--- src/rtl/regfile_writeback.sv ---
// Write-back queue in front of the register file's single write port: accepts up to
// two results per cycle (MEM older than ALU), retires one per cycle. WB_FORWARD_EN adds the pending-result lookup.
module regfile_writeback #(
  parameter int REG_W      = 32,
  parameter int REG_COUNT  = 32,
  parameter int FIFO_DEPTH = 4,
  localparam int REG_IDX_W = $clog2(REG_COUNT)
) (
  input  logic                 clk,
  input  logic                 areset,
  input  logic                 alu_valid,
  output logic                 alu_ready,
  input  logic [REG_IDX_W-1:0] alu_rd,
  input  logic [REG_W-1:0]     alu_data,
  input  logic                 mem_valid,
  output logic                 mem_ready,
  input  logic [REG_IDX_W-1:0] mem_rd,
  input  logic [REG_W-1:0]     mem_data,
  output logic                 wr_en,
  output logic [REG_IDX_W-1:0] wr_reg,
  output logic [REG_W-1:0]     wr_data,
  input  logic [REG_IDX_W-1:0] fwd_reg,
  output logic                 fwd_hit,
  output logic [REG_W-1:0]     fwd_data,
  output logic                 idle
);
  localparam int PTR_W = $clog2(FIFO_DEPTH);
  localparam int CNT_W = PTR_W + 1;

  logic [REG_IDX_W-1:0] r_rd   [FIFO_DEPTH];
  logic [REG_W-1:0]     r_data [FIFO_DEPTH];
  logic [PTR_W-1:0]     r_wptr, r_rptr;
  logic [CNT_W-1:0]     r_count;

  logic             w_mem_push, w_alu_push, w_pop;
  logic [PTR_W-1:0] w_alu_wptr;

  // Readiness looks only at the registered count so producers see no comb path from valids.
  assign mem_ready  = (r_count <= CNT_W'(FIFO_DEPTH - 1));
  assign alu_ready  = (r_count <= CNT_W'(FIFO_DEPTH - 2));
  assign w_mem_push = mem_valid && mem_ready && (mem_rd != '0);
  assign w_alu_push = alu_valid && alu_ready && (alu_rd != '0);
  assign w_pop      = (r_count != '0);
  assign w_alu_wptr = r_wptr + PTR_W'(w_mem_push);
  assign idle       = (r_count == '0) && !wr_en;

  always_ff @(posedge clk or posedge areset) begin
    if (areset) begin
      r_wptr  <= '0;
      r_rptr  <= '0;
      r_count <= '0;
      wr_en   <= 1'b0;
      wr_reg  <= '0;
      wr_data <= '0;
    end else begin
      if (w_mem_push) begin
        r_rd[r_wptr]   <= mem_rd;
        r_data[r_wptr] <= mem_data;
      end
      if (w_alu_push) begin
        r_rd[w_alu_wptr]   <= alu_rd;
        r_data[w_alu_wptr] <= alu_data;
      end
      r_wptr  <= r_wptr + PTR_W'(w_mem_push) + PTR_W'(w_alu_push);
      r_count <= r_count + CNT_W'(w_mem_push) + CNT_W'(w_alu_push) - CNT_W'(w_pop);
      wr_en   <= w_pop;
      if (w_pop) begin
        wr_reg  <= r_rd[r_rptr];
        wr_data <= r_data[r_rptr];
        r_rptr  <= r_rptr + PTR_W'(1);
      end
    end
  end

`ifdef WB_FORWARD_EN
  logic [PTR_W-1:0] w_idx;

  // Walk oldest to newest so the youngest matching entry overrides older ones.
  always_comb begin
    fwd_hit  = 1'b0;
    fwd_data = '0;
    w_idx    = r_rptr;
    if (wr_en && (wr_reg == fwd_reg)) begin
      fwd_hit  = 1'b1;
      fwd_data = wr_data;
    end
    for (int i = 0; i < FIFO_DEPTH; i++) begin
      w_idx = r_rptr + PTR_W'(i);
      if ((CNT_W'(i) < r_count) && (r_rd[w_idx] == fwd_reg)) begin
        fwd_hit  = 1'b1;
        fwd_data = r_data[w_idx];
      end
    end
    if (fwd_reg == '0) begin
      fwd_hit  = 1'b0;
      fwd_data = '0;
    end
  end
`else
  logic w_unused_fwd;
  assign w_unused_fwd = ^fwd_reg;
  assign fwd_hit      = 1'b0;
  assign fwd_data     = '0;
`endif

endmodule
--- config.mk ---
export PLATFORM = sky130hd
export DESIGN_NAME = regfile_writeback
export DESIGN_NICKNAME = d
export VERILOG_FILES = /design/src/rtl/regfile_writeback.sv
export SDC_FILE = /design/constraint.sdc
export NUM_CORES = 1
export LEC_CHECK = 0
export BUFFER_PORTS_ARGS = -buffer_cell sky130_fd_sc_hd__buf_2
export CORE_MARGIN = 2
export CORE_UTILIZATION = 40
export CTS_CLUSTER_SIZE = 12
export DETAILED_ROUTE_END_ITERATION = 6
export SYNTH_ARGS = -nofsm -noshare
export SYNTH_HDL_FRONTEND = slang
export SYNTH_SLANG_ARGS = --single-unit
--- constraint.sdc ---
create_clock -name clk -period 3.9 [get_ports clk]
set_input_delay 0.78 -clock clk [delete_from_list [all_inputs] [get_ports clk]]
set_output_delay 0.78 -clock clk [all_outputs]
set_load 0.01 [all_outputs]
==> results of run 1 <==
[through the flow]
stage,utilization (%),worst slack [ns]
after floorplan,-,0.1303
after global placement,45.43,0.2015
after detailed placement,45.43,0.1929
after CTS,47.79,0.6551
after global routing,47.80,0.5186
final,47.81,0.6430
[worst paths after layout]
check / start / to / slack, ns / depth (start not counted)
worst max-delay path: mem_rd[1] / r_data[0][7]$_DFFE_PP_ / 0.64 / 10
worst min-delay path: wr_data[23]$_DFFE_PP0P_ / wr_data[23]$_DFFE_PP0P_ / 0.46 / 2
worst max register to register: r_count[2]$_DFF_PP0_ / r_data[0][7]$_DFFE_PP_ / 1.06 / 11
worst min register to register: wr_data[23]$_DFFE_PP0P_ / wr_data[23]$_DFFE_PP0P_ / 0.46 / 2
max in group asynchronous: areset / r_rptr[0]$_DFFE_PP0P_ / 2.80 / 3
min in group asynchronous: areset / wr_data[14]$_DFFE_PP0P_ / 0.59 / 3
[cells in the mapped netlist, types with 2 or more instances]
library cell	count	area, um2
a31o_2	4	35.03
buf_1	4	15.01
buf_2	7	35.03
buf_4	33	247.7
buf_6	12	135.1
clkbuf_1	9	33.78
dfrtp_1	45	1126
edfxtp_1	148	4444
fa_1	2	40.04
ha_1	5	62.56
inv_1	13	48.80
mux2_2	144	1622
mux2_4	4	60.06
mux4_2	37	833.3
nand2_1	112	420.4
nor2_1	3	11.26
nor3_1	5	25.02
or4_1	2	15.01
xnor2_1	5	43.79
[power by group through the flow]
| stage | logic [W] | clock network (W) | registers [W] |
|---|---|---|---|
| 3_3_place_gp | 0.00226 | 0 | 0.00320 |
| 3_5_place_dp | 0.00230 | 0 | 0.00323 |
| 6_report | 0.00227 | 0.00164 | 0.00316 |
| 5_1_grt | 0.00248 | 0.00176 | 0.00325 |
| 4_1_cts | 0.00231 | 0.00167 | 0.00318 |
| 2_1_floorplan | 0.00158 | 0 | 0.00306 |
[metal layers]
metal,global-route usage (%),wire length [um],part of all wire [%],vias to the layer above
met4,5.330,325,1.5,0
li1,-,-,-,2430
met3,4.292,1046,4.8,21
met5,0,0,0,-
met2,32.54,11080,51,165
met1,22.80,9272,43,2781
[cell type report]
cell class | count | area [um2]
antenna | 2 | 5.005
clock inverter | 9 | 87.58
clock buffer | 21 | 450.4
timing repair buffer | 142 | 945.9
inverter | 13 | 48.80
sequential | 193 | 5575
tap | 313 | 391.6
multi-input combinational | 365 | 3386
fill | 1981 | 11890
[cell families (layout without fill, tap and decap cells)]
group                    count (synthesis)  after routing  share of synthesized area, %
adder cells (fa/ha/maj)                  7              7                         1.100
multiplexers                           185            185                         26.97
AND/OR/NAND/NOR                        128            128                         5.474
AO/OA/AOI/OAI                            6              6                        0.6037
buffers and inverters                   78            185                         5.527
XOR/XNOR                                 6              6                        0.5635
flip-flops                             193            193                         59.73
other                                    1             35                       0.04021
[worst min-delay path, stage by stage, from the launching register on]
cell,delay (ns)
dfrtp_1,0.33
nand2_1,0.05
nand2_1,0.05
==> flow_metrics.py, run 1 <==
metrics = {
    "synthesis": {
        "yosysWarnings": 0,
        "synth_seq_area_share_pct": 59.73,
        "synth-seq-cells": 193,
        "async_flop_share_pct": 23.32,
        "yosysUniqueCellTypes": 29,
        "synth_area_um2": 9326,
        "syn_area_per_cell_um2": 15.44,
        "synth_flop_cell": "edfxtp_1",
        "syn_inst": 604,
        "synth_edf_count": 148,
    },
    "global_route": {
        "grt_usage_pct": 18.51,
        "grt_pass1_wl_mm": 33.14,
        "grt_overflow": 0,
        "antenna_found_initial": 2,
        "grt_pass1_vias": 5779,
        "grt_max_degree": 46,
    },
    "finish": {
        "final_nets": 822,
        "fin_area_um2": 10890,
        "reg_top3": "r_data (128), wr_data (32), r_rd (20)",
        "max_flop_register": "r_data",
        "drive_gt1_share_pct": 49.66,
        "largest_reg_flops": 128,
        "layout.cells.most_common": "edfxtp_1",
        "fin_cells": 1058,
        "area_growth_pct": 16.77,
        "most-common-layout-cells": "148 x edfxtp_1, 144 x mux2_2, 118 x buf_2, 112 x nand2_1, 43 x dfrtp_1",
    },
    "pwr": {
        "comb_power_share_pct": 32.1,
        "vdd_drop_max_v": 0.0003127,
        "swShare_pct": 32.47,
        "p_clk_share_pct": 23.2,
        "p_seq_share_pct": 44.7,
        "p_sw_w": 0.002297,
        "power_per_cell_area_nw_per_um2": 649.6,
        "internal-power_w": 0.004777,
        "power.leakage_nw": 4.131,
        "power.total_w": 0.007074,
    },
    "clock_network": {
        "cts.sinks": 193,
        "numCtsBuffers": 17,
        "cts_max_level": 4,
        "cts_tree": "done",
        "clock_latency_ns": 0.43,
        "root_buffer": "clkbuf_16",
        "clkTransAtPathRegs_ns": 0.06,
        "post-cts-setup-buffer-count": 0,
        "ctsResizeCount": 0,
        "holdBufCountCts": 0,
        "cts_buffer_depth": 2,
    },
    "drt": {
        "drtIter0Drc": 287,
        "drc_errors": 0,
        "vias_per_cell": 5.101,
        "firstDrtPassIters": 4,
        "antenna_left": 0,
        "wl_mm": 21.73,
        "vias": 5397,
        "wl_per_cell_um": 20.53,
    },
    "setup_path": {
        "crit_chain": "buf_2 -> or4_1 -> o2111ai_1 -> inv_1 -> ha_1 -> or3_1 -> nor3_2 -> buf_4 -> buf_12 -> mux2_2",
        "required_ns": 4.07,
        "cpLargestDelayFamily": "simple AND/OR/NAND/NOR gates",
        "cpPeakStageDelay_ns": 0.55,
        "crit_type": "in -> reg",
        "worstPathMaxFanout": 13,
        "crit_slowest_cell": "or4_1",
        "critPathBufInv": 4,
        "start_kind": "input port",
        "cp.arrival_ns": 3.43,
        "endpoint_kind": "flop",
    },
    "place": {
        "port-buffer-count": 118,
        "dp_hpwl_mm": 13.27,
        "dpl.cell_count": 1026,
        "gp_congestion": 0.7729,
        "place_area_um2": 10350,
    },
    "run_status": {
        "status": "complete, no violations",
    },
    "timing": {
        "drv_slew": 0,
        "setup_tns_ns": 0,
        "worstMarginPinSlew_ns": 1.149,
        "fmax_mhz": 307.0,
        "finClkSkew_ns": 0.01075,
        "min_period_over_period_pct": 83.51,
        "hold_ws_ns": 0.4590,
        "min_period_ns": 3.257,
        "hold_viol": 0,
        "rsz0062_at_grt": "false",
        "slew_headroom_pct": 23.41,
        "setup_viol": 0,
    },
    "floorplan": {
        "io_pins": 157,
        "die_w_um": 156.7,
        "die_h_um": 156.7,
        "fp.dieArea_um2": 24550,
        "row_count": 55,
        "core_um2": 22780,
        "floorplan.initialDensity_pct": 40.94,
    },
    "run": {
        "drv_cap": 0,
    },
    "worst_hold_path": {
        "hold_path.class": "reg -> reg",
    },
}
No activity file was read; power rests on OpenSTA's default activity.
==> inputs of run 2 (changes only) <==
- clock period: 3.9 -> 2.8 ns (I/O delays scaled with it)
==> run 2 against run 1 <==
Net effect:
- the run now ends with negative setup slack left
- clock power grew 38%
- register-to-register slack lost 1.0 ns
- worst hold slack lost 0.064 ns
- combinational power grew 63%
- design area grew 6.3%
- die area is the same
- core utilization grew 3.0 points
- critical path depth grew 1
- clock skew shrank 0.0039 ns
- sequential share of layout area shrank 3.1 points
- critical endpoint is now r_data[0][29]$_DFFE_PP_
==> flow_metrics.py, run 2 (synthesized netlist as in run 1, its figures left out) <==
metrics = {
    "run_status": {
        "status": "complete, but fails checks",
        "violations": "negative setup slack",
    },
    "clock_network": {
        "numCtsBuffers": 17,
        "clkTransAtPathRegs_ns": 0.07,
        "cts_buffer_depth": 2,
        "clock_latency_ns": 0.42,
        "cts_max_level": 4,
        "root_buffer": "clkbuf_16",
        "cts_tree": "done",
        "cts.sinks": 193,
    },
    "drt": {
        "firstDrtPassIters": 4,
        "wl_mm": 22.25,
        "drc_errors": 0,
        "vias": 5462,
        "wl_per_cell_um": 20.33,
        "vias_per_cell": 4.993,
        "drtIter0Drc": 284,
        "antenna_left": 0,
    },
    "pwr": {
        "power.leakage_nw": 4.531,
        "vdd_drop_max_v": 0.0004581,
        "power_per_cell_area_nw_per_um2": 886.0,
        "power.total_w": 0.01026,
    },
    "floorplan": {
        "fp.dieArea_um2": 24550,
        "io_pins": 157,
        "core_um2": 22780,
        "row_count": 55,
        "floorplan.initialDensity_pct": 40.94,
        "die_h_um": 156.7,
        "die_w_um": 156.7,
    },
    "finish": {
        "max_flop_register": "r_data",
        "final_nets": 852,
        "most-common-layout-cells": "148 x edfxtp_1, 116 x buf_2, 112 x nand2_1, 93 x mux2_2, 55 x mux2_4",
        "reg_top3": "r_data (128), wr_data (32), r_rd (20)",
        "fin_area_um2": 11580,
        "layout.cells.most_common": "edfxtp_1",
        "area_growth_pct": 24.17,
        "drive_gt1_share_pct": 52.39,
        "largest_reg_flops": 128,
    },
    "place": {
        "gp_congestion": 0.7458,
        "place_ws_ns": -0.5636,
        "place_area_um2": 10810,
        "dp_hpwl_mm": 14.02,
        "port-buffer-count": 118,
    },
    "timing": {
        "setup_viol": 16,
        "finClkSkew_ns": 0.006848,
        "slew_headroom_pct": 42.34,
        "drv_slew": 0,
        "rsz0062_at_grt": "true",
        "min_period_ns": 2.818,
        "worstMarginPinSlew_ns": 0.8650,
        "finalWorstSetupSlack_ns": -0.01762,
        "fmax_mhz": 354.9,
        "hold_viol": 0,
        "min_period_over_period_pct": 100.6,
    },
    "worst_hold_path": {
        "hold_path.class": "in -> async",
    },
    "global_route": {
        "grt_pass1_vias": 5903,
        "grt_usage_pct": 18.85,
        "grt_pass1_wl_mm": 33.78,
        "grt_max_degree": 46,
        "grt_overflow": 0,
        "antenna_found_initial": 6,
    },
    "setup_path": {
        "start_kind": "input port",
        "endpoint_kind": "flop",
        "cp.arrival_ns": 2.99,
        "worstPathMaxFanout": 6,
        "required_ns": 2.97,
        "crit_type": "in -> reg",
    },
    "run": {
        "drv_cap": 0,
    },
}
## run 2: cell types whose count changed in the layout (fill, tap and decap cells not counted), moves of 5 or more
| cell | before | now |
|---|---|---|
| mux2_2 | 144 | 93 |
| mux2_4 | 4 | 55 |
| buf_4 | 10 | 31 |
| buf_6 | 0 | 5 |
## run 2: path summary, 6_finish.rpt
check                                          end  slack (ns)               startpoint  cells after the start
setup reg to reg           r_data[0][29]$_DFFE_PP_        0.05     r_count[1]$_DFF_PP0_                     11
min in group clk           wr_data[13]$_DFFE_PP0P_        0.46  wr_data[13]$_DFFE_PP0P_                      2
hold / removal              wr_data[2]$_DFFE_PP0P_        0.39                   areset                      3
setup / recovery           r_data[0][29]$_DFFE_PP_       -0.02                mem_rd[3]                     11
max in group asynchronous    r_rptr[0]$_DFFE_PP0P_        1.88                   areset                      3
hold reg to reg            wr_data[13]$_DFFE_PP0P_        0.46  wr_data[13]$_DFFE_PP0P_                      2
## run 2: final cells by class
type	instances	area, um2
timing repair buffer	172	1290
clock buffer	25	485.5
inverter	13	52.55
antenna	6	15.01
multi-input combinational	365	3719
clock inverter	7	52.55
tap	313	391.6
sequential	193	5575
fill	1946	11200
## run 2: metrics by stage
stage | std cells | hold WS, ns | TNS, ns | utilization, %
CTS | 1090 | 0.4115 | -0.1291 | 50.72
global placement | 1047 | 0.4469 | -120.62 | 47.45
floorplan | 636 | 0.5070 | -54.68 | -
finish | 1094 | 0.3949 | -0.1125 | 50.84
global route | 1091 | 0.4528 | -4.009 | 50.81
detailed placement | 1047 | 0.4504 | -133.02 | 47.45
## run 2: worst max-delay path, stage by stage
cell and delay, ns:
buf_6 0.09, or4_4 0.56, o2111ai_4 0.22, inv_2 0.07, ha_4 0.22, or3_4 0.36, nor3_4 0.19, buf_6 0.14
buf_12 0.11, buf_12 0.13, mux2_2 0.34
## run 2: timing repair
action | 4_1_cts | 5_1_grt
setup buffers | 8 | 0
hold buffers | 0 | 0
gates resized for setup | 7 | 17
gates cloned | 3 | 0
endpoints found under the setup margin | 143 | 136
pin swaps | 4 | 2
## run 2: power by group
group          switching [W]  internal [W]
Sequential          0.000452       0.00385
Clock                0.00105       0.00121
Combinational        0.00184       0.00185
Total                0.00335       0.00691
## run 2: metal layers
| layer | global-route usage [%] | share of wire (%) |
|---|---|---|
| met5 | 0 | 0.058 |
| met4 | 6.990 | 2.2 |
| met3 | 4.265 | 4.8 |
| met2 | 32.81 | 50 |
| met1 | 22.94 | 42 |
==> inputs of run 3 (changes only) <==
- MAX_ROUTING_LAYER: default -> met4
- TNS_END_PERCENT: default -> 30
==> run 3 against run 2 <==
Net effect:
- the run now ends clean
- sequential power about the same
- cell count decreased by 0.82%
- via count increased by 0.33%
- worst hold slack got worse by 0.030 ns
- critical path depth decreased by 1
- combinational power decreased by 3%
- die area unchanged
- setup slack improved by 0.050 ns
- register-to-register slack improved by 0.05 ns
- core utilization decreased by 0.30 points
- clock skew increased by 0.0023 ns
- critical path type unchanged
- largest cell class unchanged
- largest power group unchanged
- highest routed layer is now met4
==> flow_metrics.py, run 3 (synthesized netlist as in run 1, its figures left out) <==
metrics = {
    "finish": {
        "fillers": 1914,
        "most-common-layout-cells": "148 x edfxtp_1, 132 x mux2_2, 115 x buf_2, 112 x nand2_1, 43 x dfrtp_1",
        "fin_cells": 1085,
        "layout.cells.most_common": "edfxtp_1",
        "seqCellArea_um2": 5575,
        "multi_input_comb_area_um2": 3530,
        "largest_reg_flops": 128,
        "max_flop_register": "r_data",
        "drive_gt1_share_pct": 52.34,
        "area_growth_pct": 23.44,
        "reg_top3": "r_data (128), wr_data (32), r_rd (20)",
        "final_nets": 845,
    },
    "timing": {
        "slew_headroom_pct": 53.98,
        "worstMarginPinSlew_ns": 0.6903,
        "min_period_ns": 2.768,
        "fmax_mhz": 361.3,
        "hold_viol": 0,
        "min_period_over_period_pct": 98.86,
        "finClkSkew_ns": 0.009195,
        "rsz0062_at_grt": "true",
        "drv_slew": 0,
        "setup_viol": 0,
    },
    "clock_network": {
        "cts_max_level": 4,
        "cts_tree": "done",
        "root_buffer": "clkbuf_16",
        "holdBufCountCts": 0,
        "numCtsBuffers": 17,
        "clkTransAtPathRegs_ns": 0.07,
        "cts.sinks": 193,
        "clock_latency_ns": 0.44,
        "cts_buffer_depth": 2,
    },
    "setup_path": {
        "start_kind": "input port",
        "rrSetupSlack_ns": 0.10,
        "worstPathMaxFanout": 8,
        "cp.arrival_ns": 2.96,
        "crit_type": "in -> reg",
        "required_ns": 2.99,
        "endpoint_kind": "flop",
    },
    "global_route": {
        "grt_max_degree": 46,
        "antenna_found_initial": 4,
        "grt_overflow": 0,
        "grt_pass1_wl_mm": 33.78,
        "grt_usage_pct": 19.44,
        "grt_pass1_vias": 5851,
    },
    "drt": {
        "wl_mm": 21.94,
        "wl_per_cell_um": 20.22,
        "drtIter0Drc": 276,
        "antenna_left": 0,
        "vias_per_cell": 5.051,
        "vias": 5480,
        "firstDrtPassIters": 4,
        "drc_errors": 0,
    },
    "worst_hold_path": {
        "hold_path.class": "in -> async",
    },
    "floorplan": {
        "die_h_um": 156.7,
        "row_count": 55,
        "floorplan.initialDensity_pct": 40.94,
        "fp.dieArea_um2": 24550,
        "core_um2": 22780,
        "die_w_um": 156.7,
        "io_pins": 157,
    },
    "place": {
        "gp_congestion": 0.7819,
        "port-buffer-count": 118,
        "dpl.cell_count": 1047,
        "dp_hpwl_mm": 14.15,
    },
    "pwr": {
        "power.total_w": 0.01073,
        "power.leakage_nw": 4.446,
        "vdd_drop_max_v": 0.0004095,
        "power_per_cell_area_nw_per_um2": 932.2,
    },
    "run_status": {
        "status": "complete, no violations",
    },
    "run": {
        "drv_cap": 0,
    },
}
==> run 3: layout make-up <==
type / count / area share, %
flip-flops and latches: 193 / 48.43
multi-input cells: 365 / 30.66
repair buffers: 165 / 11.02
clock buffers: 18 / 3.815
well taps: 313 / 3.402
clock inverters: 14 / 2.163
inverters: 13 / 0.4239
diodes: 4 / 0.08695
==> run 3: critical path, cell delays in order <==
cell       delay (ns)
buf_6            0.09
or4_4            0.55
o2111ai_4        0.23
inv_2            0.07
ha_4             0.22
or3_4            0.36
nor3_4           0.21
buf_6            0.18
buf_12           0.14
mux2_2           0.34
==> run 3: power by group <==
group          switching [W]  internal, W  total [W]  leakage [nW]
clock network        0.00113      0.00172    0.00285         0.338
registers           0.000448      0.00385    0.00430          1.87
logic                0.00181      0.00178    0.00359          2.24
==> run 3: layer usage <==
metal / vias to the layer above / wire, um / global-route usage, %
met5: - / 0 / -
met4: 0 / 252 / 4.893
met3: 20 / 1171 / 4.763
met2: 172 / 11090 / 33.04
met1: 2796 / 9424 / 23.34
li1: 2492 / - / -
==> run 3: final timing paths <==
check / cells after the start / end / startpoint
worst max-delay path: 10 / r_data[0][18]$_DFFE_PP_ / mem_rd[2]
worst min-delay path: 3 / wr_reg[3]$_DFFE_PP0P_ / areset
worst max register to register: 10 / r_data[0][18]$_DFFE_PP_ / r_count[1]$_DFF_PP0_
worst min register to register: 2 / wr_data[16]$_DFFE_PP0P_ / wr_data[16]$_DFFE_PP0P_
max in group asynchronous: 3 / r_rptr[0]$_DFFE_PP0P_ / areset
min in group clk: 2 / r_data[0][28]$_DFFE_PP_ / mem_data[28]
==> run 3: metrics by stage <==
step           TNS, ns  hold WS, ns  cell area (um2)  util, %  setup slack, ns
2_1_floorplan   -58.61       0.5070             9534        -          -0.3455
3_3_place_gp   -105.78       0.4438            10700    46.97          -0.4764
3_5_place_dp   -110.88       0.4503            10700    46.97          -0.5015
4_1_cts        -0.1079       0.3811            11420    50.13         -0.02175
5_1_grt        -0.1130       0.4287            11510    50.54         -0.02503
6_report             0       0.3645            11510    50.54          0.03201
==> run 3: repair_timing <==
item,4_1_cts,5_1_grt
setup endpoints to repair,58,158
setup buffers,1,1
cloned,0,0
gates resized for setup,7,17
pin swaps,2,4
